**config.mk**
```make
export PLATFORM = sky130hd
export DESIGN_NAME = hyperbus_cfg_seq
export DESIGN_NICKNAME = d
export VERILOG_FILES = /design/src/rtl/hyperbus_cfg_seq_pkg.sv /design/src/rtl/hyperbus_cfg_seq.sv
export SDC_FILE = /design/constraint.sdc
export NUM_CORES = 1
export LEC_CHECK = 0
export CAP_MARGIN = 20
export CORE_AREA = 4 4 69 71
export CTS_CLUSTER_SIZE = 24
export DETAILED_ROUTE_END_ITERATION = 16
export DIE_AREA = 0 0 73 75
export DONT_BUFFER_PORTS = 1
export PLACE_DENSITY = 0.57
export RECOVER_POWER = 25
export SKIP_LAST_GASP = 1
export SLEW_MARGIN = 20
export SYNTH_ARGS = -nofsm -noshare
export SYNTH_HDL_FRONTEND = slang
export SYNTH_SLANG_ARGS = --single-unit
```
**constraint.sdc**
```tcl
create_clock -name clk_i -period 1.6 [get_ports clk_i]
set_input_delay 0.4 -clock clk_i [delete_from_list [all_inputs] [get_ports clk_i]]
set_output_delay 0.4 -clock clk_i [all_outputs]
set_load 0.02 [all_outputs]
```
**src/rtl/hyperbus_cfg_seq_pkg.sv**
```systemverilog
// Package for the hyperbus boot-time configuration sequencer.
//   state_e                 : sequencer FSM states (also exported on dbg_state_o)
//   WSTRB_ALL               : all-ones write strobe, sliced to RegDw/8 by the user
//   DEFAULT_POWER_UP_CYCLES : default HyperRAM power-up wait (tVCS) in clk_i cycles
package hyperbus_cfg_seq_pkg;

    typedef enum logic [2:0] {
        IDLE  = 3'd0,
        WAIT  = 3'd1,
        WRITE = 3'd2,
        READ  = 3'd3,
        NEXT  = 3'd4,
        DONE  = 3'd5,
        ERR   = 3'd6
    } state_e;

    // Wide enough for a 1024-bit REG_BUS; users take the low RegDw/8 bits.
    localparam int unsigned     MAX_STRB_W = 128;
    localparam logic [MAX_STRB_W-1:0] WSTRB_ALL = '1;

    localparam int unsigned DEFAULT_POWER_UP_CYCLES = 150;

endpackage

```
**src/rtl/hyperbus_cfg_seq.sv**
```systemverilog
// Boot-time configuration sequencer for the hyperbus controller register file.
// After start_i it waits PowerUpCycles cycles (HyperRAM tVCS), then walks an
// external (addr, data) table issuing one REG_BUS write per entry, and reports
// done_o / err_o so the SoC can hold off AXI traffic until configuration ends.
//
// Optional feature: define HYPERBUS_CFG_SEQ_VERIFY_EN to follow every write
// with a readback and compare; a mismatch raises err_o at that entry.
//
// Ports:
//   clk_i, rst_ni          clock, asynchronous active-low reset
//   start_i                start/restart, honoured only in IDLE/DONE/ERR
//   tbl_idx_o              current table index
//   tbl_addr_i/tbl_data_i  table entry at tbl_idx_o (combinational lookup)
//   reg_*                  REG_BUS master side
//   busy_o                 high while WAIT/WRITE/READ/NEXT
//   done_o, err_o          sticky completion / failure flags
//   err_idx_o              failing entry index, valid while err_o
//   dbg_state_o            current FSM state
//
// REG_BUS handshake: reg_valid_o rises in WRITE/READ and, together with
// reg_addr_o, reg_wdata_o, reg_write_o and reg_wstrb_o, is held stable until a
// cycle with reg_valid_o & reg_ready_i; that cycle completes the access and
// only then are reg_error_i / reg_rdata_i looked at. ready may be high in the
// same cycle valid first rises.
module hyperbus_cfg_seq
    import hyperbus_cfg_seq_pkg::*;
#(
    parameter int unsigned RegAw         = 32,
    parameter int unsigned RegDw         = 32,
    parameter int unsigned NumEntries    = 4,
    parameter int unsigned PowerUpCycles = DEFAULT_POWER_UP_CYCLES,
    localparam int unsigned IdxW         = (NumEntries > 1) ? $clog2(NumEntries) : 1
) (
    input  logic               clk_i,
    input  logic               rst_ni,
    input  logic               start_i,
    output logic [IdxW-1:0]    tbl_idx_o,
    input  logic [RegAw-1:0]   tbl_addr_i,
    input  logic [RegDw-1:0]   tbl_data_i,
    output logic [RegAw-1:0]   reg_addr_o,
    output logic               reg_write_o,
    output logic [RegDw-1:0]   reg_wdata_o,
    output logic [RegDw/8-1:0] reg_wstrb_o,
    output logic               reg_valid_o,
    input  logic [RegDw-1:0]   reg_rdata_i,
    input  logic               reg_error_i,
    input  logic               reg_ready_i,
    output logic               busy_o,
    output logic               done_o,
    output logic               err_o,
    output logic [IdxW-1:0]    err_idx_o,
    output state_e             dbg_state_o
);

    localparam int unsigned CntW = (PowerUpCycles > 1) ? $clog2(PowerUpCycles + 1) : 1;

    state_e            state_q, state_d;
    logic [IdxW-1:0]   idx_q, idx_d;
    logic [CntW-1:0]   cnt_q, cnt_d;
    logic              last_entry;
    logic              handshake;

    // NumEntries may be 0, so the "last" test is done in 32-bit arithmetic
    // guarded against the underflow of NumEntries-1.
    assign last_entry = (NumEntries != 0) && (32'(idx_q) == NumEntries - 1);
    assign handshake  = reg_valid_o && reg_ready_i;

    always_ff @(posedge clk_i or negedge rst_ni) begin
        if (!rst_ni) begin
            state_q <= IDLE;
            idx_q   <= '0;
            cnt_q   <= '0;
        end else begin
            state_q <= state_d;
            idx_q   <= idx_d;
            cnt_q   <= cnt_d;
        end
    end

    always_comb begin
        state_d = state_q;
        idx_d   = idx_q;
        cnt_d   = cnt_q;
        case (state_q)
            IDLE, DONE, ERR: begin
                if (start_i) begin
                    idx_d = '0;
                    if (PowerUpCycles != 0) begin
                        state_d = WAIT;
                        cnt_d   = CntW'(PowerUpCycles);
                    end else if (NumEntries == 0) begin
                        state_d = DONE;
                    end else begin
                        state_d = WRITE;
                    end
                end
            end
            WAIT: begin
                // Entered with cnt=PowerUpCycles, leaves on cnt==1: exactly
                // PowerUpCycles cycles spent here.
                cnt_d = cnt_q - CntW'(1);
                if (cnt_q == CntW'(1)) begin
                    state_d = (NumEntries == 0) ? DONE : WRITE;
                end
            end
            WRITE: begin
                if (handshake) begin
                    if (reg_error_i) begin
                        state_d = ERR;
                    end else begin
`ifdef HYPERBUS_CFG_SEQ_VERIFY_EN
                        state_d = READ;
`else
                        state_d = last_entry ? DONE : NEXT;
`endif
                    end
                end
            end
`ifdef HYPERBUS_CFG_SEQ_VERIFY_EN
            READ: begin
                if (handshake) begin
                    if (reg_error_i || (reg_rdata_i != tbl_data_i)) begin
                        state_d = ERR;
                    end else begin
                        state_d = last_entry ? DONE : NEXT;
                    end
                end
            end
`endif
            NEXT: begin
                // One bubble so the external table lookup settles on the new index.
                idx_d   = idx_q + IdxW'(1);
                state_d = WRITE;
            end
            default: state_d = IDLE;
        endcase
    end

`ifndef HYPERBUS_CFG_SEQ_VERIFY_EN
    // Readback data has no consumer without the compare logic.
    logic rdata_unused;
    assign rdata_unused = ^reg_rdata_i;
`endif

    assign reg_valid_o = (state_q == WRITE) || (state_q == READ);
`ifdef HYPERBUS_CFG_SEQ_VERIFY_EN
    assign reg_write_o = (state_q == WRITE);
`else
    assign reg_write_o = reg_valid_o;
`endif
    // Bus fields are zero whenever no access is in flight.
    assign reg_addr_o  = reg_valid_o ? tbl_addr_i : '0;
    assign reg_wdata_o = reg_valid_o ? tbl_data_i : '0;
    assign reg_wstrb_o = reg_valid_o ? WSTRB_ALL[RegDw/8-1:0] : '0;

    assign busy_o      = (state_q == WAIT) || (state_q == WRITE) ||
                         (state_q == READ) || (state_q == NEXT);
    assign done_o      = (state_q == DONE);
    assign err_o       = (state_q == ERR);
    assign err_idx_o   = err_o ? idx_q : '0;
    assign tbl_idx_o   = idx_q;
    assign dbg_state_o = state_q;

endmodule

```
==> results.toml <==
[status]
status = "finished, violations left"
violations = "setup timing"

[floorplanning]
pin_count = 181
rows = 24
core_um2 = 4234
start_util_pct = 31.50
die_h_um = 75
die-area_um2 = 5475
die_x_um = 73

[drt]
wl_um = 4411
routed-via-count = 1232
routedWlPerCell_um = 19.10
via_per_inst = 5.333
dr.first_iter.drc_count = 14
antenna_left = 0
drc = 0
drtPass1Iterations = 4

[setup_path]
path_class = "reg2out"
worst_path_largest_cell_delay_ns = 0.42
cp-end-kind = "primary output"
cp-start-kind = "register"
cp_num_buf_inv = 1
path_depth = 3
crit_slowest_cell = "dfrtp_2"
critPathTopFamily = "simple AND/OR/NAND/NOR gates"
r2r_cells = 5
cp.required_ns = 1.20
worstPathArrival_ns = 1.37
crit_fanout = 24
cp_cell_sequence = "and2b_4, buf_12, and2_4"

[clocking]
root_buffer = "clkbuf_8"
clock-sinks = 13
worstSkewPairLatency_ns = 0.24
cts_tree = "built"
clock_path_buffers = 2
clk_pin_slew_ns = 0.05
h-tree-depth = 1
cts_made_buffers = 3

[place]
gp_congestion = 0.8039
placed_area_um2 = 1577
dpl.hpwl_um = 3701
portBuffers = 0

[worst_hold_path]
hp-class = "in2reg"
hold_depth = 1

[pwr]
totalPowerFinal_mw = 1.536
irDropWorstVdd_uv = 845.3
p_leak_nw = 0.7894
p_per_area_nw_per_um2 = 873.1

[run]
drv_cap = 0

[synth]
yosys.cell_types.count = 42
syn_nets = 277
syn_inst = 173
syn_avg_cell_area_um2 = 7.710
synth-seq-area-share_pct = 24.39
yosys_warnings = 0
syn-cell-area_um2 = 1334
synth-seq-cells = 13

[sta]
fin_worst_skew_ns = 0.004941
worst_pin_slew_ns = 0.6047
rsz0062_at_grt = "yes"
fin_crit_sh_pct = 110.3
relSlewSlack_pct = 59.55
final_hold_viol_count = 0
maxSlewViolCount = 0
finalCriticalPeriod_ns = 1.765
fmax_ghz = 0.5666
setup_violations = 69
final.setup.worst_slack_ns = -0.1651

[global_routing]
grt_pass1_wl_um = 5678
grt_usage_pct = 13.86
grt_max_degree = 27
grt-ovfl-total = 0
grt_pass1_vias = 1040
antenna_found_initial = 0

[layout]
drive_above_1_share_pct = 57.54
syn_to_final_growth_pct = 31.90
final_cell_area_um2 = 1759
nets = 284
insertedDiodeCount = 0
-- final timing paths --
kind,from,endpoint,slack [ns]
max in group asynchronous,rst_ni,dbg_state_o[2],0.56
min in group asynchronous,rst_ni,cnt_q[5],0.60
worst max-delay path,dbg_state_o[2],reg_wdata_o[30],-0.17
worst min register to register,cnt_q[7],cnt_q[7],0.47
worst min-delay path,reg_ready_i,dbg_state_o[2],0.33
worst max register to register,dbg_state_o[2],cnt_q[4],0.13
-- layout make-up --
| class | count | area, um^2 |
|---|---|---|
| fillers | 435 | 2475 |
| multi-input cells | 138 | 1101 |
| flip-flops and latches | 13 | 329.1 |
| repair buffers | 19 | 197.7 |
| well taps | 52 | 65.06 |
| clock buffers | 4 | 45.04 |
| inverters | 5 | 21.27 |
-- routing by layer --
layer  part of all wire [%]  global-route usage [%]  vias up
met5                      0                       0        -
met4                   0.43                   3.074        0
met3                     13                   6.409        2
met2                     49                   21.65       78
met1                     38                   17.52      569
li1                       -                       -      583
-- cells by family (layout without fill, tap and decap cells) --
family	count (synthesis)	count (layout)	share of synthesized area, %
buffers and inverters	22	28	8.630
muxes	1	1	0.8442
adders and majority gates	4	4	3.565
and+or+nand+nor	99	99	45.31
xor gates and xnor gates	2	2	1.314
DFF	13	13	24.39
AOI/OAI and AO/OA	32	32	15.95
-- per-stage QoR --
stage	setup TNS [ns]	utilization [%]	hold WS [ns]	setup WS (ns)	instances
6_report	-8.825	41.55	0.3278	-0.1651	231
5_1_grt	-12.48	41.55	0.3166	-0.2089	231
4_1_cts	-9.665	40.78	0.3246	-0.1725	229
3_5_place_dp	0	37.23	0.1047	0.01909	224
3_3_place_gp	0	37.23	0.1047	0.03001	224
2_1_floorplan	-0.1584	-	0.1044	-0.01761	173
-- registers in the layout, summed over array words and instances (netlist names) --
| name | flops |
|---|---|
| tbl_idx_o | 2 |
| dbg_state_o | 3 |
| cnt_q | 8 |
-- where the power goes --
| group | total, mW | internal, mW | switching, mW |
|---|---|---|---|
| logic | 0.649 | 0.306 | 0.343 |
| registers | 0.588 | 0.446 | 0.142 |
| clock network | 0.299 | 0.176 | 0.123 |
-- synthesized netlist by cell type, drive strengths merged --
cell,instances,area (um^2)
o221a,1,11.26
nor2,5,18.77
a21o,4,30.03
inv,5,18.77
o31ai,2,15.01
a211oi,2,15.01
and3,3,18.77
a22oi,1,7.510
nand4b,1,8.760
ha,3,37.54
a32o,1,10.01
a22o,1,8.760
nor3b,1,12.51
o211ai,1,7.510
mux2,1,11.26
or3,2,12.51
buf,11,70.06
nand3b,1,7.510
a21oi,7,35.03
or2,1,6.260
maj3,1,10.01
and2,66,412.9
nor4,2,12.51
or4,1,11.26
xor2,1,8.760
a31oi,2,12.51
nand2b,2,12.51
nand2,8,30.03
and2b,1,7.510
clkbuf,6,26.27
dfrtp,13,325.3
xnor2,1,8.760
nor2b,3,18.77
o22ai,2,12.51
nor3,1,5.000
or3b,1,8.760
o221ai,1,8.760
o21ai,7,38.78
-- worst reg2reg max path, cell delays in order, from the launching register on --
cell and delay [ns]:
dfrtp_2 0.42, buf_12 0.16, or2_1 0.27, o221a_2 0.28, a21o_1 0.16, o21ai_1 0.11
-- placed cells by master (no fill, tap or decap), drive strengths merged, types with 2 or more instances in the layout --
master and count:
a31oi 2, inv 5, a21oi 7, o31ai 2
a21o 4, buf 18, nand2 8, nor2 5
o22ai 2, dfrtp 13, a211oi 2, nand2b 2
ha 3, nor2b 3, and3 3, clkbuf 4
o21ai 7, and2 66, nor4 2, or3 2
-- repair_timing --
| action | 4_1_cts | 5_1_grt |
|---|---|---|
| hold buffers | 1 | 0 |
| hold endpoints to repair | 13 | 0 |
| pin swaps | 0 | 1 |
| setup buffers | 0 | 2 |
| resized for setup | 55 | 4 |
| setup endpoints to repair | 74 | 75 |
No activity file was read; power rests on OpenSTA's default activity.
==> variant 1: new RTL, same flow settings <==
The option `HYPERBUS_CFG_SEQ_VERIFY_EN` is turned on by a define.
--- a/src/rtl/hyperbus_cfg_seq.sv
+++ b/src/rtl/hyperbus_cfg_seq.sv
@@ -23,4 +23,6 @@
 // only then are reg_error_i / reg_rdata_i looked at. ready may be high in the
 // same cycle valid first rises.
+`define HYPERBUS_CFG_SEQ_VERIFY_EN
+
 module hyperbus_cfg_seq
     import hyperbus_cfg_seq_pkg::*;
Formal check against the unedited RTL: same outputs for any inputs over 10 cycles, from zero or initial values and one cycle with rst_ni low; that may be too few to reach the edited logic, so the function may still have changed.
==> variant 1 against the original RTL <==
The run still ends with setup timing left; design area rose by 52%; routed wire length rose by 47%; setup slack got worse by 0.16 ns; clock skew fell by 0.0026 ns; total power rose to 3.5 times the old value; critical endpoint is now reg_write_o; critical path depth rose by 3; cell count rose by 37%; die area did not move; sequential share of layout area fell by 6.4 points; sequential cell count did not move; synthesized cell count rose by 29%; combinational power rose to 7.1 times the old value; synthesized area rose by 29%.
==> variant 1: results (changes against the original RTL) <==
* Status: finished with violations
* Violated checks: setup timing
* Port bufs at 0 (unchanged)
* Synth Net Count at 328 (+18%)
* Dpl ws at -0.318 ns (-0.338 ns)
* Dpl hpwl at 4.87 mm (+32%)
* FFs w/ async S/R, synth at 1.00 (unchanged)
* Critical-path maximum fanout at 7 (-71%)
* Family with the most delay on the worst path: buffers and inverters
* Post-route setup slack at -0.327 ns (-0.162 ns)
* Via density at 5.71 (+7.0%)
* RR Endpoint: cnt_q[5]
* Layout cells sized above 1 at 0.604 (+0.0284)
* Detailed router's first-iteration violation count at 52 (+38)
* Register area share after synthesis at 0.189 (-0.0548)
* Synth top area cells: and2_1, dfrtp_1, xnor2_1
* Worst Hold Depth at 1 (unchanged)
* Total placed cells including tap cells at 295 (+32%)
* Vias in the first global route at 1935 (+86%)
* Avg Inst Size Synth at 7.68 um^2 (-0.38%)
* Count of cell types in the netlist at 39 (-7.1%)
* Clk pwr at 0.000304 W (+2%)
* WP data arrival at 1.53 ns (+0.16 ns)
* # setup viols final at 82 (+19%)
* Power Total at 0.00542 W (+250%)
* R2R Setup Slk at -0.25 ns (-0.38 ns)
* CTS Buffer Depth at 2 (unchanged)
* Main flop type after synthesis: dfrtp_1
* Reg2Reg Depth at 5 (unchanged)
* Layout Skew at 0.00229 ns (-0.00265 ns)
* Non-Filler Instances at 317 (+37%)
* Pin count of the biggest net entering global routing at 15 (-44%)
* Sw Pwr at 0.00257 W (+320%)
* Hold path start: start_i
* Fill cells at 354 (-19%)
* RD Place Congestion at 0.838 (+4.2%)
* Worst-margin pin slew at 0.635 ns (+0.0307 ns)
* Setup TNS at -22.37 ns (-13.54 ns)
* Fin nets at 370 (+30%)
* Commonest cells post-synth: and2_1, xnor2_1, nand4_1
* All-Layer GR Usage at 0.227 (+0.0883)
* Worst r2r src: dbg_state_o[1]
* LEAKAGE at 1.09 nW (+38%)
* Global-route wire length before repair at 9.59 mm (+69%)
* Drt wl/cell at 20.5 um (+7.1%)
* Hold Slack at 0.233 ns (-0.0949 ns)
* Worst vdd ir at 1.01 mV (+20%)
* Hold endpoint: cnt_q[6]
* N_diodes at 0 (unchanged)
* Comb group at 0.00462 W (+610%)
* Largest reg by FF count: cnt_q
==> variant 1: area by class of cell <==
class / instances / area share
Tap cell: 52 / 0.0243
Clock buffer: 4 / 0.0168
Sequential cell: 13 / 0.123
Multi-Input combinational cell: 190 / 0.616
Inverter: 5 / 0.00702
Timing Repair Buffer: 53 / 0.213
==> variant 1: timing repair <==
action / 4_1_cts / 5_1_grt
buffers inserted: 12 / 4
pin swaps: 42 / 26
cloned: 4 / 0
endpoints found under the hold margin: 13 / 0
hold buffers: 1 / 0
gates resized for setup: 78 / 24
setup endpoints to repair: 84 / 88
==> variant 1: cells by family after synthesis <==
family | count (synthesis) | synth area share
buffers and inverters | 21 | 0.0611
adders and majority gates | 4 | 0.0276
xor gates and xnor gates | 38 | 0.193
AOI/OAI and AO/OA | 17 | 0.0778
DFF | 13 | 0.189
and+or+nand+nor | 131 | 0.451
==> variant 1: per-layer routing <==
layer,up-vias,track usage,wire (um)
met2,97,0.423,3550
met5,-,0,0
met3,2,0.0521,480
li1,836,-,-
met1,874,0.274,2450
met4,0,0.0225,7
==> variant 1: through the flow <==
stage | instance area, um^2 | util
3_5_place_dp | 2130 | 0.502
4_1_cts | 2580 | 0.611
2_1_floorplan | 1940 | -
5_1_grt | 2670 | 0.632
6_report | 2670 | 0.632
3_3_place_gp | 2130 | 0.502
==> variant 1: how the worst max path moves through the flow <==
| stage | startpoint | to | slack [ns] |
|---|---|---|---|
| finish | dbg_state_o[2] | reg_write_o | -0.33 |
| CTS | dbg_state_o[2] | reg_addr_o[5] | -0.32 |
| detailed placement | cnt_q[5] | dbg_state_o[2] | -0.32 |
| global route | dbg_state_o[2] | reg_write_o | -0.39 |
| global placement | cnt_q[5] | dbg_state_o[2] | -0.28 |
| floorplan | dbg_state_o[1] | cnt_q[5] | -0.35 |
==> variant 2: new RTL, same settings <==
Made on the original files. Reset style: synchronous (`rst_ni`), changed in one clocked block. Comments in the files are not updated.
--- a/src/rtl/hyperbus_cfg_seq.sv
+++ b/src/rtl/hyperbus_cfg_seq.sv
@@ -66,5 +66,5 @@
     assign handshake  = reg_valid_o && reg_ready_i;
 
-    always_ff @(posedge clk_i or negedge rst_ni) begin
+    always_ff @(posedge clk_i) begin
         if (!rst_ni) begin
             state_q <= IDLE;
Check against the original RTL: differs if rst_ni is asserted again (counterexample within 4 cycles, from zero or initial values and one cycle with rst_ni low); with rst_ni held inactive, the same outputs for 10 cycles.
==> variant 2 against the original RTL <==
The flow still finishes with violations (setup timing); routed wire length increased by 5.4%; design area decreased by 0.21%; synthesized area shrank 3.6%; total power increased by 5.0%; sequential cell count stayed put; critical path depth unchanged; setup slack improved by 0.095 ns; clock power down 3%; largest power group unchanged.
==> variant 2: results (changes against the original RTL) <==
* Status: finished with violations
* Violated checks: setup timing
* Met3 WL at 403 um (-29%)
* All-Layer GR Usage at 0.135 (-0.00375)
* RD Place Congestion at 0.770 (-4.2%)
* Post-route setup slack at -0.0697 ns (+0.0954 ns)
* WP data arrival at 1.27 ns (-0.10 ns)
* Synth Area in XOR/XNOR at 0.0340 (+0.0209)
* Dpl ws at 0.134 ns (+0.115 ns)
* Total placed cells including tap cells at 229 (+2.2%)
* # clk buffers at 3 (-1)
* GR met1 Demand/Resource at 0.173 (-0.00172)
* Fill cells at 439 (+0.92%)
* Reg2Reg Depth at 6 (+1)
* Crit path to: reg_addr_o[10]
* Fin nets at 292 (+2.8%)
* GRT met2 Usage at 0.217 (+0.000993)
* # setup viols final at 70 (+1.4%)
* Drt total wl at 4.65 mm (+5.4%)
* CP peak stage delay at 0.32 ns (-0.10 ns)
* Worst vdd ir at 0.342 mV (-60%)
* RR Endpoint: dbg_state_o[0]
* Met2 WL at 2.42 mm (+12%)
* Detailed router's first-iteration violation count at 29 (+15)
* Placed Area at 0.00146 mm^2 (-7.5%)
[variant 2: changes by cell type in the layout (fill, tap and decap cells not counted), moves of 4 or more]
cell	delta
dfrtp_1	-10
dfxtp_1	+10
a21o_1	-4
a21oi_1	-4
nand3_1	+8
nor2_1	+6
a21boi_0	+6
[variant 2: worst min-delay path by stage]
stage / endpoint / depth (start not counted) / slack, ns / start
4_1_cts: cnt_q[1] / 2 / 0.27 / rst_ni
6_report: cnt_q[1] / 2 / 0.27 / rst_ni
3_5_place_dp: cnt_q[1] / 2 / 0.51 / cnt_q[1]
2_1_floorplan: cnt_q[1] / 2 / 0.48 / cnt_q[1]
3_3_place_gp: cnt_q[1] / 2 / 0.50 / cnt_q[1]
5_1_grt: cnt_q[1] / 2 / 0.28 / rst_ni
[variant 2: power breakdown]
| part | internal (W) | switching [W] | total, W |
|---|---|---|---|
| registers | 0.000401 | 0.0000678 | 0.000468 |
| logic | 0.000398 | 0.000455 | 0.000853 |
| clock network | 0.000172 | 0.000119 | 0.000291 |
